==> src/rtl/stopwatch_core_if.sv <==
// Button-pulse / display bundle between the debouncer, the stopwatch core
// and the display driver.
//   start_rise, lap_rise, clear_rise : one-cycle debounced button pulses
//   time_bcd   : displayed time {m10,m1,s10,s1,c10,c1}, BCD, MSB first
//   running    : high while counting (RUN or LAP)
//   lap_active : high while the display is frozen on a lap snapshot
//   tick       : one-cycle pulse on every centisecond increment
//   wrap       : one-cycle pulse when 59:59.99 rolls to 00:00.00
// The master modport is the stimulus/observer side; the slave modport is
// the core.
interface stopwatch_core_if;
  logic        start_rise;
  logic        lap_rise;
  logic        clear_rise;
  logic [23:0] time_bcd;
  logic        running;
  logic        lap_active;
  logic        tick;
  logic        wrap;

  modport master (
    output start_rise, lap_rise, clear_rise,
    input  time_bcd, running, lap_active, tick, wrap
  );

  modport slave (
    input  start_rise, lap_rise, clear_rise,
    output time_bcd, running, lap_active, tick, wrap
  );
endinterface

==> src/rtl/stopwatch_core.sv <==
// Stopwatch timekeeping and control.
// A four-state FSM (IDLE/RUN/PAUSE/LAP) driven by debounced button pulses
// controls a prescaler dividing clk down to TICK_HZ and a BCD mm:ss.cc
// counter. In LAP the display shows a snapshot of the count while the
// live count keeps running.
//   clk    : system clock, rising edge
//   rst_n  : asynchronous active-low reset
//   bus    : stopwatch_core_if.slave (button pulses in, display out)
module stopwatch_core #(
  parameter int unsigned CLK_HZ  = 100_000_000,
  parameter int unsigned TICK_HZ = 100
) (
  input  logic             clk,
  input  logic             rst_n,
  stopwatch_core_if.slave  bus
);

  localparam int unsigned DIV = CLK_HZ / TICK_HZ;
  localparam int unsigned PW  = (DIV > 1) ? $clog2(DIV) : 1;
  localparam logic [PW-1:0] PRE_MAX = PW'(DIV - 1);
  // Per-digit rollover limits, same digit order as the count.
  localparam logic [23:0] DIGIT_MAX = 24'h595999;

  typedef enum logic [1:0] {
    IDLE,
    RUN,
    PAUSE,
    LAP
  } state_t;

  state_t        state;
  state_t        state_nxt;
  logic [PW-1:0] pre;
  logic [23:0]   cnt;
  logic [23:0]   lap;
  logic          running;
  logic          lap_active;
  logic          tick;
  logic          wrap;

  logic          running_nxt;
  logic          lap_active_nxt;
  logic          do_clear;
  logic          do_capture;
  logic          active;
  logic [23:0]   cnt_inc;
  logic          cnt_wrap;

  // Next state. Only pulses meaningful in the current state are looked at;
  // within a state clear beats start beats lap, and losers are dropped.
  always_comb begin
    state_nxt  = state;
    do_clear   = 1'b0;
    do_capture = 1'b0;
    unique case (state)
      IDLE: begin
        if (bus.start_rise) state_nxt = RUN;
      end
      RUN: begin
        if (bus.start_rise) begin
          state_nxt = PAUSE;
        end else if (bus.lap_rise) begin
          state_nxt  = LAP;
          do_capture = 1'b1;
        end
      end
      LAP: begin
        if (bus.start_rise)    state_nxt = PAUSE;
        else if (bus.lap_rise) state_nxt = RUN;
      end
      PAUSE: begin
        if (bus.clear_rise) begin
          state_nxt = IDLE;
          do_clear  = 1'b1;
        end else if (bus.start_rise) begin
          state_nxt = RUN;
        end
      end
      default: state_nxt = IDLE;
    endcase
  end

  // Status flags are registered from the next state so they move on the
  // same edge as the state itself.
  always_comb begin
    running_nxt    = (state_nxt == RUN) || (state_nxt == LAP);
    lap_active_nxt = (state_nxt == LAP);
  end

  // BCD increment with per-digit limits; carry out of the top digit means
  // the count rolled over from 59:59.99.
  always_comb begin
    logic carry;
    cnt_inc = cnt;
    carry   = 1'b1;
    for (int unsigned i = 0; i < 6; i++) begin
      if (carry) begin
        if (cnt[i*4 +: 4] == DIGIT_MAX[i*4 +: 4]) begin
          cnt_inc[i*4 +: 4] = '0;
        end else begin
          cnt_inc[i*4 +: 4] = cnt[i*4 +: 4] + 4'd1;
          carry             = 1'b0;
        end
      end
    end
    cnt_wrap = carry;
  end

  // Counting follows the current state, so a stop pulse landing on the
  // terminal prescaler value still lets that increment happen.
  assign active = (state == RUN) || (state == LAP);

  always_ff @(posedge clk or negedge rst_n) begin
    if (!rst_n) begin
      state      <= IDLE;
      pre        <= '0;
      cnt        <= '0;
      lap        <= '0;
      running    <= 1'b0;
      lap_active <= 1'b0;
      tick       <= 1'b0;
      wrap       <= 1'b0;
    end else begin
      state      <= state_nxt;
      running    <= running_nxt;
      lap_active <= lap_active_nxt;
      tick       <= 1'b0;
      wrap       <= 1'b0;
      if (do_clear) begin
        pre <= '0;
        cnt <= '0;
      end else if (active) begin
        if (pre == PRE_MAX) begin
          pre  <= '0;
          cnt  <= cnt_inc;
          tick <= 1'b1;
          wrap <= cnt_wrap;
        end else begin
          pre <= pre + PW'(1);
        end
      end
      // Snapshot takes the pre-edge count, excluding a same-edge increment.
      if (do_capture) lap <= cnt;
    end
  end

  assign bus.time_bcd   = (state == LAP) ? lap : cnt;
  assign bus.running    = running;
  assign bus.lap_active = lap_active;
  assign bus.tick       = tick;
  assign bus.wrap       = wrap;

endmodule
==> src/flat_wrapper.sv <==
// flat-port wrapper written by rule: the top's interface ports become plain ports
module stopwatch_core_flat 
#(
  parameter int unsigned CLK_HZ  = 100_000_000,
  parameter int unsigned TICK_HZ = 100
)
  (clk, rst_n, bus_start_rise, bus_lap_rise, bus_clear_rise, bus_time_bcd, bus_running, bus_lap_active, bus_tick, bus_wrap);
  stopwatch_core_if bus_i ();
  input  logic clk;
  input  logic rst_n;
  input wire logic [$bits(bus_i.start_rise)-1:0] bus_start_rise;
  input wire logic [$bits(bus_i.lap_rise)-1:0] bus_lap_rise;
  input wire logic [$bits(bus_i.clear_rise)-1:0] bus_clear_rise;
  output wire logic [$bits(bus_i.time_bcd)-1:0] bus_time_bcd;
  output wire logic [$bits(bus_i.running)-1:0] bus_running;
  output wire logic [$bits(bus_i.lap_active)-1:0] bus_lap_active;
  output wire logic [$bits(bus_i.tick)-1:0] bus_tick;
  output wire logic [$bits(bus_i.wrap)-1:0] bus_wrap;
  assign bus_i.start_rise = bus_start_rise;
  assign bus_i.lap_rise = bus_lap_rise;
  assign bus_i.clear_rise = bus_clear_rise;
  assign bus_time_bcd = bus_i.time_bcd;
  assign bus_running = bus_i.running;
  assign bus_lap_active = bus_i.lap_active;
  assign bus_tick = bus_i.tick;
  assign bus_wrap = bus_i.wrap;
  stopwatch_core #(.CLK_HZ(CLK_HZ), .TICK_HZ(TICK_HZ)) u_core (.clk(clk), .rst_n(rst_n), .bus(bus_i));
endmodule
==> config.mk <==
export PLATFORM = sky130hd
export DESIGN_NAME = stopwatch_core_flat
export DESIGN_NICKNAME = d
export VERILOG_FILES = /design/src/rtl/stopwatch_core_if.sv /design/src/rtl/stopwatch_core.sv /design/src/flat_wrapper.sv
export SDC_FILE = /design/constraint.sdc
export NUM_CORES = 1
export LEC_CHECK = 0
export ABC_AREA = 1
export BUFFER_PORTS_ARGS = -buffer_cell sky130_fd_sc_hd__buf_4
export CORE_MARGIN = 5
export CORE_UTILIZATION = 56
export CTS_CLUSTER_SIZE = 25
export DETAILED_ROUTE_END_ITERATION = 8
export PLACE_DENSITY_LB_ADDON = 0.15
export SETUP_SLACK_MARGIN = 0.02
export SLEW_MARGIN = 40
export SYNTH_ARGS = -nofsm -noshare
export SYNTH_HDL_FRONTEND = slang
export SYNTH_SLANG_ARGS = --single-unit
export TNS_END_PERCENT = 10
==> constraint.sdc <==
create_clock -name clk -period 2.9 [get_ports clk]
set_input_delay 0.29 -clock clk [delete_from_list [all_inputs] [get_ports clk]]
set_output_delay 0.29 -clock clk [all_outputs]
set_load 0.01 [all_outputs]
==> flow_summary.yaml <==
pwr:
  power.switching_uw: 1440
  total_power_uw: 3790
  power_per_cell_area_nw_per_um2: 824
  p_clk_frac: 0.230
  comb_power_share: 0.364
  power.ir.vdd_worst_v: 0.000388
  share_seq_of_total_power: 0.405
  power_report.internal_total_uw: 2350
  netSwitchingFraction: 0.380
  static-leakage-power_uw: 0.00221
setup_path:
  crit_type: "reg2out"
  timing.rr.end: "u_core.cnt[16]"
  reg2reg_depth: 9
  stages_on_worst_setup_path: 5
  worst_flop_to_flop_path_startpoint: "u_core.cnt[9]"
  cpPeakStageDelay_ns: 0.48
  critical_path_required_ns: 2.61
  reg2reg_slack_ns: 1.10
  critical_path.endpoint_type: "output port"
  path_cells: "nand2_1 > buf_4 > nor2_1 > a21oi_1 > buf_4"
  timing.critical_path.mode_cell: "buf_4"
  crit_arrival_ns: 1.65
  cp.buffers_inverters: 2
  crit_path_max_fanout: 25
  cp_top_family: "flip-flops"
  cpMaxStageDelayCell: "dfrtp_1"
  worstSetupStartpointType: "register"
routing:
  vias_post_dr: 3477
  drt_drc_violations_left: 0
  antenna_left: 0
  finalWirelength_um: 8450
  highest_layer: "met4"
  drt-initial-drc-count: 181
  detail_route.wl_per_cell_um: 12.8
  m1WireLength_um: 4120
  dr.pass1.iters: 5
  routed_length_on_met3_um: 322
  average_via_count_per_standard_cell: 5.28
  wl_met2_um: 3880
layout:
  num_antenna_cells: 0
  synthToLayoutAreaGrowth_pct: 13.0
  postLayoutCellArea_um2: 4600
  final_nets: 572
  drive_above_1_share: 0.132
timing:
  fmaxAchievable_ghz: 0.515
  rsz0062_at_grt: "false"
  slew_viol_final: 0
  fin_worst_hold_slack_ns: 0.186
  final.period_utilization: 0.669
  max_slew.worst_pin.slew_ns: 0.660
  finalHoldViolCount: 0
  setup-violations-final: 0
  layout_setup_ws_ns: 0.959
  post_route_minimum_period_ns: 1.94
  timing.setup.tns_ns: 0
  timing.clock.skew_ns: 0.00893
  slew_headroom: 0.560
clock_tree:
  h_tree_levels: 3
  tritoncts: "built"
  clock_path_buffers: 2
  clock_latency_ns: 0.34
  worst_setup_hold_path_clk_slew_ns: 0.07
  root_buffer: "clkbuf_8"
  cts-buffers-inserted: 9
  cts_num_sinks: 74
die:
  die_w_um: 95.3
  die_area_um2: 9080
  initial_utilization: 0.568
  placementRows: 31
  die_h_um: 95.3
  core_um2: 7180
  io_pins: 33
grt:
  via_count_of_the_first_global_routing_pass: 3235
  grt_max_degree: 75
  grt_first_pass_wirelength_um: 14900
  initial_antenna_violation_count: 0
  grt.overflow.total: 0
  track_usage: 0.207
synth:
  synth_enable_flop_cells: 0
  netlist_area_um2: 4070
  synthCells: 521
  async_reset_ff_frac: 1.00
  seq_area_frac_synth: 0.455
  mapped_nets: 539
  post_synth.cell_area_avg_um2: 7.82
  synthDistinctLibCells: 33
  synth_most_common_cell: "nand2_1"
  synth_seq_cells: 74
  synth_top_area_frac: 0.455
  synth-main-ff-cell: "dfrtp_1"
  synth_top_cells_by_count: "nand2_1, dfrtp_1, nor2_1, inv_1, nand3_1"
  yosysWarnings: 0
  synth_top_cell_by_area: "dfrtp_1"
  synth_area_leaders: "dfrtp_1, nand2_1, nor2_1"
placement:
  dpl_cell_area_um2: 4370
  dpl.hpwl_um: 5880
  dp_worst_setup_slack_ns: 1.12
  gp_congestion: 0.863
  placement.io_buffers: 32
hold_path:
  hold_path_startpoint: "bus_start_rise"
  holdPathEnd: "u_core.bus.running"
  holdCritPathClass: "in2reg"
  worst_hold_path.num_cells: 2
status:
  run_status: "completed"
run:
  maxCapViolations: 0
## cell type report
type	count	area, um2
Fill cell	635	2570
Multi-Input combinational cell	383	1940
Sequential cell	74	1850
Timing Repair Buffer	36	277
Inverter	50	190
Clock buffer	10	128
Tap cell	99	124
Clock inverter	6	91.3
## metal layers
layer,track usage,up-vias
met5,0,-
met4,0.0805,0
met2,0.321,59
li1,-,1756
met3,0.0339,10
met1,0.290,1652
## worst register-to-register path: cells and delay by family (launching register included)
| kind | cells | cell delay, ns |
|---|---|---|
| adders and majority gates | 1 | 0.15 |
| and+or+nand+nor | 6 | 0.81 |
| DFF | 1 | 0.41 |
| AOI/OAI and AO/OA | 1 | 0.23 |
| buffers and inverters | 1 | 0.10 |
## through the flow
stage,instances,utilization
2_1_floorplan,521,-
3_3_place_gp,641,0.609
3_5_place_dp,641,0.610
4_1_cts,658,0.642
5_1_grt,658,0.642
6_report,658,0.642
## registers in the layout (all words and copies together) (netlist names)
| register | count |
|---|---|
| u_core.bus.running | 1 |
| u_core.state | 2 |
| u_core.lap | 24 |
| u_core.cnt | 24 |
| u_core.bus.tick | 1 |
| u_core.pre | 20 |
| u_core.bus.wrap | 1 |
| u_core.bus.lap_active | 1 |
## cells in the final DEF, fill, tap and decap left out, drive strengths merged, types with 2 or more instances in the layout
cell      instances
a21oi            29
nand4            14
nand3            39
bufinv            2
buf              35
o21ai            49
or2               2
clkinvlp          3
xnor2             3
xor2             13
nand2           129
nor2             75
nor3              9
inv              50
clkbuf           10
dfrtp            74
ha               13
## power groups by stage
stage | Combinational, uW | Clock [uW] | Sequential [uW]
3_3_place_gp | 1360 | 0 | 1540
4_1_cts | 1400 | 896 | 1530
6_report | 1380 | 874 | 1540
2_1_floorplan | 942 | 0 | 1500
5_1_grt | 1590 | 938 | 1580
3_5_place_dp | 1390 | 0 | 1550
## repair_timing
item	in CTS	in global routing
gates resized for setup	0	0
setup endpoints to repair	0	0
hold buffers	1	0
buffers inserted	0	0
endpoints found under the hold margin	74	0
## worst max path at each step
stage                    startpoint              end  slack, ns
floorplan             u_core.cnt[1]   u_core.cnt[16]       1.39
global placement      u_core.cnt[1]   u_core.cnt[17]       1.18
detailed placement    u_core.cnt[9]   u_core.cnt[16]       1.12
CTS                 u_core.state[0]  bus_time_bcd[5]       0.93
global route        u_core.state[0]  bus_time_bcd[5]       0.81
finish              u_core.state[0]  bus_time_bcd[5]       0.96
## logic make-up (layout without fill, tap and decap cells)
kind of cell,Yosys count,in the layout,synth area share
xor+xnor,16,16,0.0344
flops,74,74,0.455
compound gates,83,83,0.107
fa+ha+maj,13,13,0.0399
buf+inv,64,102,0.0685
simple gates,271,271,0.296
No activity file was read; power rests on OpenSTA's default activity.
